--- src/rtl/io_pkg.sv ---
`default_nettype none
// ============================================================================
// Module      : io_pkg
// Description : Register address map and sizing limits for io_port_bank.
// Revision    : 1.0 - initial release
// ============================================================================
package io_pkg;

    localparam logic [3:0] ADDR_MASK    = 4'hC;
    localparam logic [3:0] ADDR_OVF     = 4'hD;
    localparam logic [3:0] ADDR_INFULL  = 4'hE;
    localparam logic [3:0] ADDR_OUTBUSY = 4'hF;

    localparam int NPORTS_MAX = 8;

endpackage : io_pkg
`default_nettype wire

--- src/rtl/io_channel.sv ---
`default_nettype none
// ============================================================================
// Module      : io_channel
// Description : One input/output channel pair: holding register with full
//               flag, output register with busy flag, sticky overflow bit.
// Revision    : 1.0 - initial release
// ============================================================================
module io_channel #(
    parameter int WIDTH = 8
) (
    input  logic             clk,
    input  logic             reset,
    input  logic [WIDTH-1:0] i_in_data,
    input  logic             i_in_valid,
    output logic             o_in_ready,
    output logic             o_full,
    output logic [WIDTH-1:0] o_hold,
    input  logic             i_rd_clr,
    input  logic             i_wr_en,
    input  logic [WIDTH-1:0] i_wr_data,
    output logic [WIDTH-1:0] o_out_data,
    output logic             o_out_valid,
    input  logic             i_out_ready,
    input  logic             i_ovf_clr,
    output logic             o_ovf
);

    logic             r_in_ready;
    logic [WIDTH-1:0] r_hold;
    logic [WIDTH-1:0] r_out;
    logic             r_busy;
    logic             r_ovf;

    logic w_capture;
    logic w_hs;
    logic w_wr_ok;
    logic w_wr_drop;

    assign w_capture = i_in_valid & r_in_ready;
    assign w_hs      = r_busy & i_out_ready;
    // A write landing on the handshake cycle replaces the departing word.
    assign w_wr_ok   = i_wr_en & (~r_busy | w_hs);
    assign w_wr_drop = i_wr_en & r_busy & ~i_out_ready;

    always_ff @(posedge clk or posedge reset) begin
        if (reset) begin
            r_in_ready <= 1'b1;
            r_hold     <= '0;
            r_out      <= '0;
            r_busy     <= 1'b0;
            r_ovf      <= 1'b0;
        end else begin
            if (w_capture) begin
                r_hold     <= i_in_data;
                r_in_ready <= 1'b0;
            end else if (i_rd_clr) begin
                r_in_ready <= 1'b1;
            end

            if (w_wr_ok) begin
                r_out  <= i_wr_data;
                r_busy <= 1'b1;
            end else if (w_hs) begin
                r_busy <= 1'b0;
            end

            r_ovf <= (r_ovf & ~i_ovf_clr) | w_wr_drop;
        end
    end

    assign o_in_ready  = r_in_ready;
    assign o_full      = ~r_in_ready;
    assign o_hold      = r_hold;
    assign o_out_data  = r_out;
    assign o_out_valid = r_busy;
    assign o_ovf       = r_ovf;

endmodule : io_channel
`default_nettype wire

--- src/rtl/io_port_bank.sv ---
`default_nettype none
// ============================================================================
// Module      : io_port_bank
// Description : CPU-mapped bank of NPORTS input/output channels with status
//               masks. Define IO_IRQ_EN to add the IRQ mask and irq output.
// Revision    : 1.0 - initial release
// ============================================================================
module io_port_bank
    import io_pkg::*;
#(
    parameter int WIDTH  = 8,
    parameter int NPORTS = 2
) (
    input  logic                    clk,
    input  logic                    reset,
    input  logic [3:0]              cpu_addr,
    input  logic                    cpu_we,
    input  logic                    cpu_re,
    input  logic [WIDTH-1:0]        cpu_wdata,
    output logic [WIDTH-1:0]        cpu_rdata,
    input  logic [NPORTS*WIDTH-1:0] in_data,
    input  logic [NPORTS-1:0]       in_valid,
    output logic [NPORTS-1:0]       in_ready,
    output logic [NPORTS*WIDTH-1:0] out_data,
    output logic [NPORTS-1:0]       out_valid,
    input  logic [NPORTS-1:0]       out_ready
`ifdef IO_IRQ_EN
    ,
    output logic                    irq
`endif
);

    logic [NPORTS-1:0]            w_full;
    logic [NPORTS-1:0]            w_busy;
    logic [NPORTS-1:0]            w_ovf;
    logic [NPORTS-1:0][WIDTH-1:0] w_hold;
    logic                         w_ovf_clr;
    logic [WIDTH-1:0]             w_rd;

    if (NPORTS < 1 || NPORTS > NPORTS_MAX || NPORTS > WIDTH) begin : g_bad_nports
        $error("io_port_bank: NPORTS out of range");
    end

    assign w_ovf_clr = cpu_re && (cpu_addr == ADDR_OVF);

    for (genvar i = 0; i < NPORTS; i++) begin : g_chan
        io_channel #(
            .WIDTH (WIDTH)
        ) u_chan (
            .clk         (clk),
            .reset       (reset),
            .i_in_data   (in_data[i*WIDTH +: WIDTH]),
            .i_in_valid  (in_valid[i]),
            .o_in_ready  (in_ready[i]),
            .o_full      (w_full[i]),
            .o_hold      (w_hold[i]),
            .i_rd_clr    (cpu_re && (cpu_addr == 4'(i))),
            .i_wr_en     (cpu_we && (cpu_addr == 4'(i))),
            .i_wr_data   (cpu_wdata),
            .o_out_data  (out_data[i*WIDTH +: WIDTH]),
            .o_out_valid (out_valid[i]),
            .i_out_ready (out_ready[i]),
            .i_ovf_clr   (w_ovf_clr),
            .o_ovf       (w_ovf[i])
        );
        assign w_busy[i] = out_valid[i];
    end

`ifdef IO_IRQ_EN
    logic [NPORTS-1:0] r_mask;

    always_ff @(posedge clk or posedge reset) begin
        if (reset) begin
            r_mask <= '0;
            irq    <= 1'b0;
        end else begin
            if (cpu_we && (cpu_addr == ADDR_MASK)) begin
                r_mask <= cpu_wdata[NPORTS-1:0];
            end
            irq <= |((w_full | w_ovf) & r_mask);
        end
    end
`endif

    // Status masks are zero-extended; anything unmapped reads as zero.
    always_comb begin
        w_rd = '0;
        case (cpu_addr)
`ifdef IO_IRQ_EN
            ADDR_MASK:    w_rd[NPORTS-1:0] = r_mask;
`else
            ADDR_MASK:    w_rd = '0;
`endif
            ADDR_OVF:     w_rd[NPORTS-1:0] = w_ovf;
            ADDR_INFULL:  w_rd[NPORTS-1:0] = w_full;
            ADDR_OUTBUSY: w_rd[NPORTS-1:0] = w_busy;
            default: begin
                for (int k = 0; k < NPORTS; k++) begin
                    if (cpu_addr == 4'(k)) begin
                        w_rd = w_hold[k];
                    end
                end
            end
        endcase
    end

    always_ff @(posedge clk or posedge reset) begin
        if (reset) begin
            cpu_rdata <= '0;
        end else if (cpu_re) begin
            cpu_rdata <= w_rd;
        end
    end

endmodule : io_port_bank
`default_nettype wire

--- config.mk ---
export PLATFORM = sky130hd
export DESIGN_NAME = io_port_bank
export DESIGN_NICKNAME = d
export VERILOG_FILES = /design/src/rtl/io_pkg.sv /design/src/rtl/io_channel.sv /design/src/rtl/io_port_bank.sv
export SDC_FILE = /design/constraint.sdc
export NUM_CORES = 1
export LEC_CHECK = 0
export CAP_MARGIN = 20
export CORE_MARGIN = 1
export CORE_UTILIZATION = 47
export DETAILED_ROUTE_END_ITERATION = 8
export PLACE_DENSITY = 0.79
export SETUP_SLACK_MARGIN = 0.02
export SKIP_CTS_REPAIR_TIMING = 1
export SYNTH_ARGS = -nofsm -noshare
export SYNTH_HDL_FRONTEND = slang
export SYNTH_SLANG_ARGS = --single-unit
--- constraint.sdc ---
create_clock -name clk -period 2.9 [get_ports clk]
set_input_delay 0.435 -clock clk [delete_from_list [all_inputs] [get_ports clk]]
set_output_delay 0.435 -clock clk [all_outputs]
set_load 0.01 [all_outputs]
**After elaboration in Yosys (flattened, before gate mapping)**

Index checks and enable logic that the tools add are counted.

- Register bits: 46
- Input port bits: 36
- Output and inout bits: 28
- Word-level logic and storage cells: 62

- Equal/unequal tests: 5
- Muxes and demuxes: 12
- Bitwise gates (word level): 23
- Reduce and logical (&&, ||, !) cells: 11

Operator list:

| operator | count |
|---|---|
| 4-bit equality test (second input constant) | 4 |
| 8-bit two-way mux | 2 |
| 1-bit AND | 12 |
| 1-bit two-way mux | 8 |
| 2-bit one-hot mux with 4 select lines | 1 |
| 2-bit nonzero test | 4 |
| 1-bit inverter | 7 |
| 6-bit two-way mux | 1 |
| 1-bit logical AND | 5 |
| 4-bit by 1-bit equality test with 1-bit output (second input constant) | 1 |
| 4-bit logical NOT | 1 |
| 1-bit bitwise OR | 4 |
| 4-bit OR reduction | 1 |

**Depth between registers and ports, before layout**

Gate-level depths: netlist (run 1).

- Depth after elaboration: 5
- Gate-level depth with buffers: 5
- Mapped depth without buffers: 3

**Hierarchy**

From an unflattened synthesis (run 1), not the netlist that was laid out.

- Cells, all modules: 143
- Area total of the unflattened synthesis: 1996.9 µm²

By module, submodules not included:

| module | times used | cells an instance | area each (µm²) | seq. area each (µm²) |
|---|---|---|---|---|
| io_channel | 2 | 46 | 752.0 | 476.7 |
| io_port_bank | 1 | 51 | 493.0 | 200.2 |

**Worst setup path after synthesis (run 1)**

No wires, ideal clock.

- Path kind: in2reg
- Start point: input cpu_addr[1]
- End point: register g_chan[0].u_chan.r_out[0]
- Library setup time: 125 ps
- Data arrival time: 1662 ps
- Data required time: 2775 ps
- Path slack: 1113 ps
- Cell stages on the path: 3
- Path buffers: 0
- Cell sequence: or4b_4 > nor3_4 > mux2_2

- Cells in the longest elaborated chain, start to end: 3

Ends and longest elaborated chain:

| item | line | RTL |
|---|---|---|
| start, declared | io_port_bank.sv:16 | `input logic [3:0] cpu_addr,` |
| 4-bit logical NOT | io_port_bank.sv:58 | `.i_wr_en (cpu_we && (cpu_addr == 4'(i))),` |
| 1-bit logical AND | io_port_bank.sv:58 |  |
| 1-bit AND | io_channel.sv:42 | `assign w_wr_ok = i_wr_en & (~r_busy \| w_hs);` |
| end signal, assigned | io_channel.sv:61 | `r_out <= i_wr_data;` |
| end, declared | io_channel.sv:30 | `logic [WIDTH-1:0] r_out;` |

Every way passes these cells.
A chain may end at the register's enable or synchronous reset.

**Worst setup path after layout (run 1)**

- Start point: input cpu_addr[3]
- End point: register g_chan[0].u_chan.r_out[1]

Same word-level chain as after synthesis.

==> results of run 1 <==
## cells in the final DEF (no fill, tap or decap), types with 3 or more instances in the layout
cell type        Yosys  routed
mux2_2              38      38
inv_1               11      10
nand4_1              4       4
nor2_1               3       3
clkdlybuf4s50_1      0      63
clkbuf_8             0       5
o21ai_0              6       6
nand3_1              7       7
dfrtp_1             44      44
o22ai_1              4       4
or2_2                3       3
nand2_1              7       7
## worst max-delay path, delay by kind of cell
family | cells | cell delay (ns)
buffers and inverters | 1 | 0.54
muxes | 1 | 0.39
and+or+nand+nor | 2 | 1.00
## layout make-up
type / instances / area, µm²
Inverter: 11 / 41.3
Fill cell: 270 / 1300
Tap cell: 50 / 62.6
Timing Repair Buffer: 65 / 646
Multi-Input combinational cell: 89 / 739
Clock buffer: 6 / 72.6
Clock inverter: 2 / 10.0
Sequential cell: 46 / 1150
## layer usage
layer  share of wire, %  track usage, %  vias to the layer above
met2                 51            35.6                       41
met3                4.0            5.14                        6
li1                   -               -                      661
met5                  0               0                        -
met4                1.6            9.57                        0
met1                 44            26.7                      692
## cells by family (layout without fill, tap and decap cells)
group | Yosys count | after routing | synth area share (%)
buf+inv | 19 | 84 | 4.48
flops | 46 | 46 | 58.2
compound gates | 14 | 14 | 4.17
simple gates | 35 | 35 | 10.5
mux | 40 | 40 | 22.6
## synth_stat cells
cell type	count	area, µm²
o21ai_0	6	30.0
mux2i_1	2	20.0
dfrtp_1	44	1100
nor2b_1	1	6.26
nand2b_1	2	12.5
nor3_1	1	5.00
nor4b_1	1	8.76
dfstp_2	2	52.6
clkbuf_2	1	5.00
nor3_4	1	16.3
buf_2	1	5.00
a22o_1	1	8.76
nand4_1	4	25.0
or4b_2	1	10.0
o2bb2ai_1	1	8.76
nand3_1	7	35.0
or2_2	3	18.8
mux2_2	38	428
nand2_1	7	26.3
nor2_1	3	11.3
or4b_4	1	13.8
a21oi_1	2	10.0
inv_1	11	41.3
or3_1	2	12.5
clkbuf_1	2	7.51
o22ai_1	4	25.0
buf_4	4	30.0
and2b_1	1	7.51
## state kept, by name, indices dropped and copies added, names as in the netlist
register,count
g_chan.u_chan.o_hold,16
g_chan.u_chan.o_out_data,16
cpu_rdata,8
g_chan.u_chan.o_in_ready,2
g_chan.u_chan.o_out_valid,2
g_chan.u_chan.o_ovf,2
## stage by stage
| stage | instance area [µm²] | hold WS [ns] |
|---|---|---|
| finish | 2730 | 0.509 |
| global route | 2730 | 0.526 |
| CTS | 2730 | 0.510 |
| detailed placement | 2640 | 0.491 |
| global placement | 2640 | 0.484 |
| floorplan | 1980 | 0.456 |
## where the power goes
group | switching (µW) | internal (µW) | total, µW
combinational | 143 | 271 | 414
clock | 206 | 167 | 374
sequential | 67.4 | 774 | 841
total | 417 | 1210 | 1630
## path summary, 6_finish.rpt
check                                               startpoint                              to
worst max-delay path                               cpu_addr[3]  g_chan[0].u_chan.o_out_data[1]
worst min-delay path            g_chan[0].u_chan.o_out_data[3]  g_chan[0].u_chan.o_out_data[3]
worst max register to register    g_chan[0].u_chan.o_out_valid  g_chan[0].u_chan.o_out_data[1]
worst min register to register  g_chan[0].u_chan.o_out_data[3]  g_chan[0].u_chan.o_out_data[3]
max in group asynchronous                                reset  g_chan[1].u_chan.o_out_data[0]
min in group asynchronous                                reset  g_chan[1].u_chan.o_out_data[1]
==> impl_metrics.py, run 1 <==
metrics = {
    "outcome": {
        "status": "finished clean",
    },
    "sta": {
        "maxClockFrequency_ghz": 0.457,
        "period_minus_slack_ns": 2.19,
        "relSlewSlack_pct": 37.9,
        "setup_viol": 0,
        "min_period_over_period_pct": 75.5,
        "fin_skew_ns": 0.00746,
        "rsz0062_at_grt": "false",
        "fin_tns_setup_ns": 0,
        "report.final.slew_viol_count": 0,
        "finalHoldViolCount": 0,
        "worst_pin_slew_ns": 0.929,
        "fin_ws_ns": 0.712,
    },
    "power_and_ir_drop": {
        "vdd_ir_drop_max_uv": 348,
        "power.total_uw": 1630,
        "p_leak_uw": 0.00115,
        "powerDensity_nw_per_um2": 598,
    },
    "worst_setup_path": {
        "cp_data_arrival_time_ns": 2.38,
        "cp_slowest_cell": "or4b_4",
        "path_class": "primary input to register",
        "path_cells": "clkdlybuf4s50_1 -> or4b_4 -> nor3_4 -> mux2_2",
        "cp_max_fo": 8,
        "rrSetupSlack_ns": 1.47,
        "cpPeakStageDelay_ns": 0.59,
        "worstSetupEndpointType": "register",
        "cp-start-kind": "primary input",
        "cp.required_ns": 3.09,
        "reg2regPathDepth": 3,
    },
    "detailed_routing": {
        "drtPass1Iterations": 4,
        "drc_errors": 0,
        "wl_mm": 4.25,
        "via_per_inst": 5.20,
        "drt_iter0_markers": 81,
        "wl_per_cell_um": 15.8,
        "final_antenna_net_count": 0,
        "vias": 1400,
    },
    "grt": {
        "first_global_vias": 1473,
        "antenna_found_initial": 0,
        "gr-total-overflow": 0,
        "grt_pass1_wl_mm": 6.92,
        "grtUsageTotal_pct": 21.6,
        "grt_max_degree": 47,
    },
    "synth": {
        "syn_nets": 190,
        "synth.avg_cell_area_um2": 12.9,
        "seq_area_frac_synth_pct": 58.2,
        "ys_types": 28,
        "synth-seq-cells": 46,
        "synthCells": 154,
        "syn-cell-area_um2": 1980,
        "ys_warn_count": 0,
    },
    "clock_network": {
        "cts_buffers": 5,
        "clock_sinks": 46,
        "tritoncts": "yes",
        "cts_buffer_depth": 2,
        "path_clk_slew_ns": 0.08,
        "h-tree-depth": 2,
        "insertion_delay_ns": 0.30,
        "root_buffer": "clkbuf_8",
    },
    "floorplanning": {
        "coreArea_um2": 4030,
        "die_h_um": 66.9,
        "dieArea_um2": 4480,
        "dieWidth_um": 66.9,
        "start_util_pct": 49.2,
        "num_rows": 23,
        "io_pins": 64,
    },
    "hold_path": {
        "hold_class": "register to register",
        "hold-path-cell-count": 1,
    },
    "final_layout": {
        "final_util_pct": 67.6,
        "layout.cells.non_filler": 269,
        "insertedDiodeCount": 0,
        "drive_gt1_share_pct": 25.6,
        "areaGrowthSynthToFinish_pct": 37.5,
        "nets": 254,
    },
    "run": {
        "max_cap_viol_count": 0,
    },
    "placement": {
        "gp_congestion": 0.775,
        "dp_slack_ns": 0.412,
        "dpl.hpwl_mm": 3.05,
        "port_buffers": 63,
        "dpl.cell_count": 261,
    },
}
Note: power is estimated with default switching activity, not from simulation.
==> inputs of run 2 (changes only) <==
--- a/config.mk
+++ b/config.mk
@@ -7,9 +7,9 @@
 export LEC_CHECK = 0
 export CAP_MARGIN = 20
 export CORE_MARGIN = 1
-export CORE_UTILIZATION = 47
+export CORE_UTILIZATION = 45
 export DETAILED_ROUTE_END_ITERATION = 8
-export PLACE_DENSITY = 0.79
+export PLACE_DENSITY = 0.76
 export SETUP_SLACK_MARGIN = 0.02
 export SKIP_CTS_REPAIR_TIMING = 1
 export SYNTH_ARGS = -nofsm -noshare
==> constraint.sdc (replaced) <==
create_clock -name clk -period 2.2 [get_ports clk]
set_input_delay 0.33 -clock clk [delete_from_list [all_inputs] [get_ports clk]]
set_output_delay 0.33 -clock clk [all_outputs]
set_load 0.01 [all_outputs]
==> impl_metrics.py, run 2 (synthesis gave the netlist of run 1 again) <==
metrics = {
    "floorplanning": {
        "dieArea_um2": 4670,
        "coreArea_um2": 4120,
        "dieWidth_um": 68.4,
        "die_h_um": 68.4,
        "num_rows": 23,
        "start_util_pct": 48.2,
        "io_pins": 64,
    },
    "outcome": {
        "status": "finished clean",
    },
    "clock_network": {
        "cts_buffers": 5,
        "path_clk_slew_ns": 0.09,
        "h-tree-depth": 2,
        "cts_buffer_depth": 2,
        "clock_sinks": 46,
        "tritoncts": "yes",
        "root_buffer": "clkbuf_8",
        "insertion_delay_ns": 0.30,
    },
    "final_layout": {
        "insertedDiodeCount": 0,
        "layout.cells.non_filler": 277,
        "design_area_um2": 2850,
        "nets": 262,
        "drive_gt1_share_pct": 28.6,
        "mostFrequentLayoutCells": "clkdlybuf4s50_1 (63), dfrtp_1 (44), mux2_2 (38), inv_1 (10), buf_4 (9)",
        "areaGrowthSynthToFinish_pct": 43.9,
        "layout_commonest_cell": "clkdlybuf4s50_1",
        "fillers": 298,
    },
    "placement": {
        "dpl.hpwl_mm": 3.33,
        "port_buffers": 63,
        "gp_congestion": 0.791,
        "dpl.cell_count": 269,
        "place_area_um2": 2720,
        "dp_slack_ns": 0.0441,
    },
    "grt": {
        "grt_max_degree": 23,
        "grtUsageTotal_pct": 20.2,
        "use_met3_pct": 4.50,
        "grt_use_met1_pct": 24.9,
        "met2_usage_pct": 34.1,
        "first_global_vias": 1419,
        "gr-total-overflow": 0,
        "busiest_layer": "met2",
        "antenna_found_initial": 0,
        "grt_pass1_wl_mm": 6.63,
    },
    "sta": {
        "fin_tns_setup_ns": 0,
        "finalHoldViolCount": 0,
        "period_minus_slack_ns": 1.83,
        "rsz0062_at_grt": "false",
        "min_period_over_period_pct": 83.4,
        "report.final.slew_viol_count": 0,
        "worst_pin_slew_ns": 0.585,
        "relSlewSlack_pct": 60.7,
        "fin_ws_ns": 0.365,
        "maxClockFrequency_ghz": 0.545,
        "setup_viol": 0,
        "fin_skew_ns": 0.00811,
    },
    "detailed_routing": {
        "via_per_inst": 4.99,
        "final_antenna_net_count": 0,
        "drt_iter0_markers": 45,
        "vias": 1381,
        "wl_mm": 4.27,
        "drtPass1Iterations": 4,
        "drc_errors": 0,
        "wl_per_cell_um": 15.4,
    },
    "power_and_ir_drop": {
        "clkPwrFrac_pct": 30.7,
        "p_leak_uw": 0.00122,
        "swShare_pct": 23.7,
        "power.net_switching_uw": 572,
        "intPower_uw": 1840,
        "comb_power_share_pct": 23.4,
        "vdd_ir_drop_max_uv": 647,
        "powerDensity_nw_per_um2": 846,
        "pwr-share-seq_pct": 45.9,
    },
    "hold_path": {
        "hold_class": "primary input to asynchronous set/reset pin",
    },
    "worst_setup_path": {
        "cp_data_arrival_time_ns": 2.02,
        "cp.required_ns": 2.39,
        "worstSetupEndpointType": "register",
        "cp-start-kind": "primary input",
        "cp_max_fo": 8,
        "path_class": "primary input to register",
    },
    "run": {
        "max_cap_viol_count": 0,
    },
}
[run 2: changes by cell type in the layout (fill, tap and decap cells not counted)]
cell | before | now
buf_12 | 0 | 1
buf_4 | 2 | 9
bufinv_16 | 0 | 2
clkbuf_1 | 1 | 0
clkinv_2 | 2 | 0
clkinv_4 | 0 | 1
[run 2: worst max-delay path, stage by stage]
cell             delay, ns
clkdlybuf4s50_1       0.43
or4b_4                0.57
nor3_4                0.21
buf_12                0.15
mux2_2                0.33
[run 2: worst paths after layout]
check / to / from / slack (ns) / cells after the start
worst max-delay path: g_chan[0].u_chan.o_out_data[4] / cpu_addr[1] / 0.37 / 5
worst min-delay path: g_chan[1].u_chan.o_out_data[1] / reset / 0.35 / 2
worst max register to register: g_chan[0].u_chan.o_out_data[4] / g_chan[0].u_chan.o_out_valid / 0.87 / 4
worst min register to register: g_chan[1].u_chan.o_hold[2] / g_chan[1].u_chan.o_hold[2] / 0.51 / 1
max in group asynchronous: g_chan[1].u_chan.o_hold[7] / reset / 1.29 / 3
min in group clk: g_chan[1].u_chan.o_hold[2] / g_chan[1].u_chan.o_hold[2] / 0.51 / 1
[run 2: per-layer routing]
metal | part of all wire, % | wire length, µm | up-vias
li1 | - | - | 679
met1 | 45 | 1930 | 664
met2 | 50 | 2150 | 33
met3 | 3.2 | 135 | 5
met4 | 1.3 | 54 | 0
met5 | 0 | 0 | -
[run 2: layout make-up]
type                    count  area (µm²)  area share [%]
multi-input cells          89         739            25.9
inverters                  11        41.3            1.45
well taps                  50        62.6            2.19
clock buffers               5        68.8            2.41
flip-flops and latches     46        1150            40.4
repair buffers             73         718            25.2
clock inverters             3        68.8            2.41
[run 2: stage by stage]
stage                     utilization, %  power [µW]  hold slack, ns
after floorplan                        -        1380           0.394
after global placement              66.0        1660           0.481
after detailed placement            66.0        1690           0.489
after CTS                           69.3        2440           0.353
after global routing                69.3        2530           0.378
final                               69.3        2410           0.351
[run 2: power by group through the flow]
stage	clock network, µW	logic, µW	registers, µW
floorplan	0	240	1140
global placement	0	551	1110
detailed placement	0	567	1120
CTS	761	572	1110
global route	800	606	1130
finish	741	564	1110
==> inputs of run 3 (changes only) <==
--- a/config.mk
+++ b/config.mk
@@ -7,9 +7,9 @@
 export LEC_CHECK = 0
 export CAP_MARGIN = 20
 export CORE_MARGIN = 1
-export CORE_UTILIZATION = 45
+export CORE_UTILIZATION = 41
 export DETAILED_ROUTE_END_ITERATION = 8
-export PLACE_DENSITY = 0.76
+export PLACE_DENSITY = 0.73
 export SETUP_SLACK_MARGIN = 0.02
 export SKIP_CTS_REPAIR_TIMING = 1
 export SYNTH_ARGS = -nofsm -noshare
==> constraint.sdc (replaced) <==
create_clock -name clk -period 1.61 [get_ports clk]
set_input_delay 0.2415 -clock clk [delete_from_list [all_inputs] [get_ports clk]]
set_output_delay 0.2415 -clock clk [all_outputs]
set_load 0.01 [all_outputs]
==> impl_metrics.py, run 3 (synthesis gave the netlist of run 1 again) <==
metrics = {
    "clock_network": {
        "cts_buffer_depth": 2,
        "path_clk_slew_ns": 0.09,
        "clock_sinks": 46,
        "tritoncts": "yes",
        "cts_buffers": 5,
        "h-tree-depth": 2,
        "insertion_delay_ns": 0.30,
        "root_buffer": "clkbuf_8",
    },
    "grt": {
        "grt_pass1_wl_mm": 8.02,
        "antenna_found_initial": 0,
        "grt_max_degree": 18,
        "grtUsageTotal_pct": 20.8,
        "gr-total-overflow": 0,
        "first_global_vias": 1583,
    },
    "floorplanning": {
        "io_pins": 64,
        "num_rows": 24,
        "die_h_um": 71.5,
        "dieWidth_um": 71.5,
        "coreArea_um2": 4500,
        "dieArea_um2": 5120,
        "start_util_pct": 44.0,
    },
    "run": {
        "max_cap_viol_count": 0,
    },
    "placement": {
        "port_buffers": 63,
        "dpl.hpwl_mm": 3.84,
        "gp_congestion": 0.777,
        "dp_slack_ns": -0.430,
    },
    "power_and_ir_drop": {
        "power.total_uw": 3020,
        "intPower_uw": 2230,
        "clkPwrFrac_pct": 22.4,
        "p_leak_uw": 0.00133,
        "powerDensity_nw_per_um2": 1020,
        "swShare_pct": 26.1,
        "vdd_ir_drop_max_uv": 697,
        "power.net_switching_uw": 788,
        "pwr-share-seq_pct": 50.5,
        "comb_power_share_pct": 27.1,
    },
    "detailed_routing": {
        "vias": 1467,
        "drc_errors": 0,
        "drtPass1Iterations": 4,
        "wl_per_cell_um": 17.1,
        "wl_mm": 4.89,
        "via_per_inst": 5.13,
        "drt_iter0_markers": 63,
        "final_antenna_net_count": 0,
    },
    "sta": {
        "maxClockFrequency_ghz": 0.667,
        "min_period_over_period_pct": 93.1,
        "relSlewSlack_pct": 72.8,
        "rsz0062_at_grt": "false",
        "setup_viol": 0,
        "finalHoldViolCount": 0,
        "fin_ws_ns": 0.111,
        "fin_skew_ns": 0.00938,
        "report.final.slew_viol_count": 0,
        "worst_pin_slew_ns": 0.407,
        "period_minus_slack_ns": 1.50,
    },
    "final_layout": {
        "fillers": 351,
        "areaGrowthSynthToFinish_pct": 49.1,
        "mostFrequentLayoutCells": "clkdlybuf4s50_1 (57), dfrtp_1 (44), mux2_2 (38), inv_1 (10), buf_4 (9)",
        "seq_area_um2": 1150,
        "nets": 269,
        "drive_gt1_share_pct": 29.9,
        "final_util_pct": 65.6,
        "layout_commonest_cell": "clkdlybuf4s50_1",
        "insertedDiodeCount": 0,
        "multi_input_area_um2": 758,
    },
    "worst_setup_path": {
        "cp.required_ns": 1.79,
        "cp_data_arrival_time_ns": 1.68,
        "cp_max_fo": 8,
        "cp-start-kind": "primary input",
        "path_class": "primary input to register",
        "worstSetupEndpointType": "register",
    },
    "hold_path": {
        "hold_class": "primary input to asynchronous set/reset pin",
    },
    "outcome": {
        "status": "finished clean",
    },
}
run 3: path summary, 6_finish.rpt:
| path | slack (ns) | endpoint | depth (start not counted) | from |
|---|---|---|---|---|
| min in group clk | 0.42 | g_chan[0].u_chan.o_in_ready | 4 | cpu_addr[2] |
| max | 0.11 | g_chan[0].u_chan.o_out_data[6] | 5 | cpu_addr[1] |
| max reg2reg | 0.20 | g_chan[0].u_chan.o_out_data[6] | 4 | g_chan[0].u_chan.o_out_valid |
| max in group asynchronous | 0.93 | cpu_rdata[4] | 3 | reset |
| min reg2reg | 0.50 | g_chan[0].u_chan.o_in_ready | 2 | g_chan[0].u_chan.o_in_ready |
| min | 0.25 | g_chan[0].u_chan.o_out_valid | 2 | reset |
run 3: per-layer routing:
metal,vias up,routed length [µm],share of wire (%),GRT usage (%)
li1,694,-,-,-
met1,734,2070,42,26.3
met2,32,2610,53,36.5
met3,7,146,3.0,3.38
met4,0,64,1.3,7.19
met5,-,0,0,0
run 3: worst max-delay path: stages:
cell and delay (ns):
dlymetal6s2s_1 0.14, or4b_4 0.57, nor3_4 0.23, buf_12 0.15
mux2_2 0.34
run 3: power by group through the flow:
stage / Combinational, µW / Sequential (µW) / Clock, µW
after floorplan: 328 / 1560 / 0
after global placement: 783 / 1520 / 0
after detailed placement: 821 / 1540 / 0
after CTS: 827 / 1530 / 694
after global routing: 875 / 1560 / 739
final: 817 / 1520 / 675
run 3: cell type report:
cell class | count | area share, %
flip-flops and latches | 46 | 39.1
inverters | 11 | 1.40
clock buffers | 8 | 2.71
well taps | 52 | 2.20
repair buffers | 80 | 29.0
multi-input cells | 89 | 25.7
run 3: per-stage QoR:
stage          area (µm²)  TNS, ns  instances  hold WS [ns]
2_1_floorplan        1980        0        154         0.306
3_3_place_gp         2830    -7.70        278         0.483
3_5_place_dp         2830    -8.38        278         0.483
4_1_cts              2910    -1.95        286         0.254
5_1_grt              2950        0        286         0.272
6_report             2950        0        286         0.247
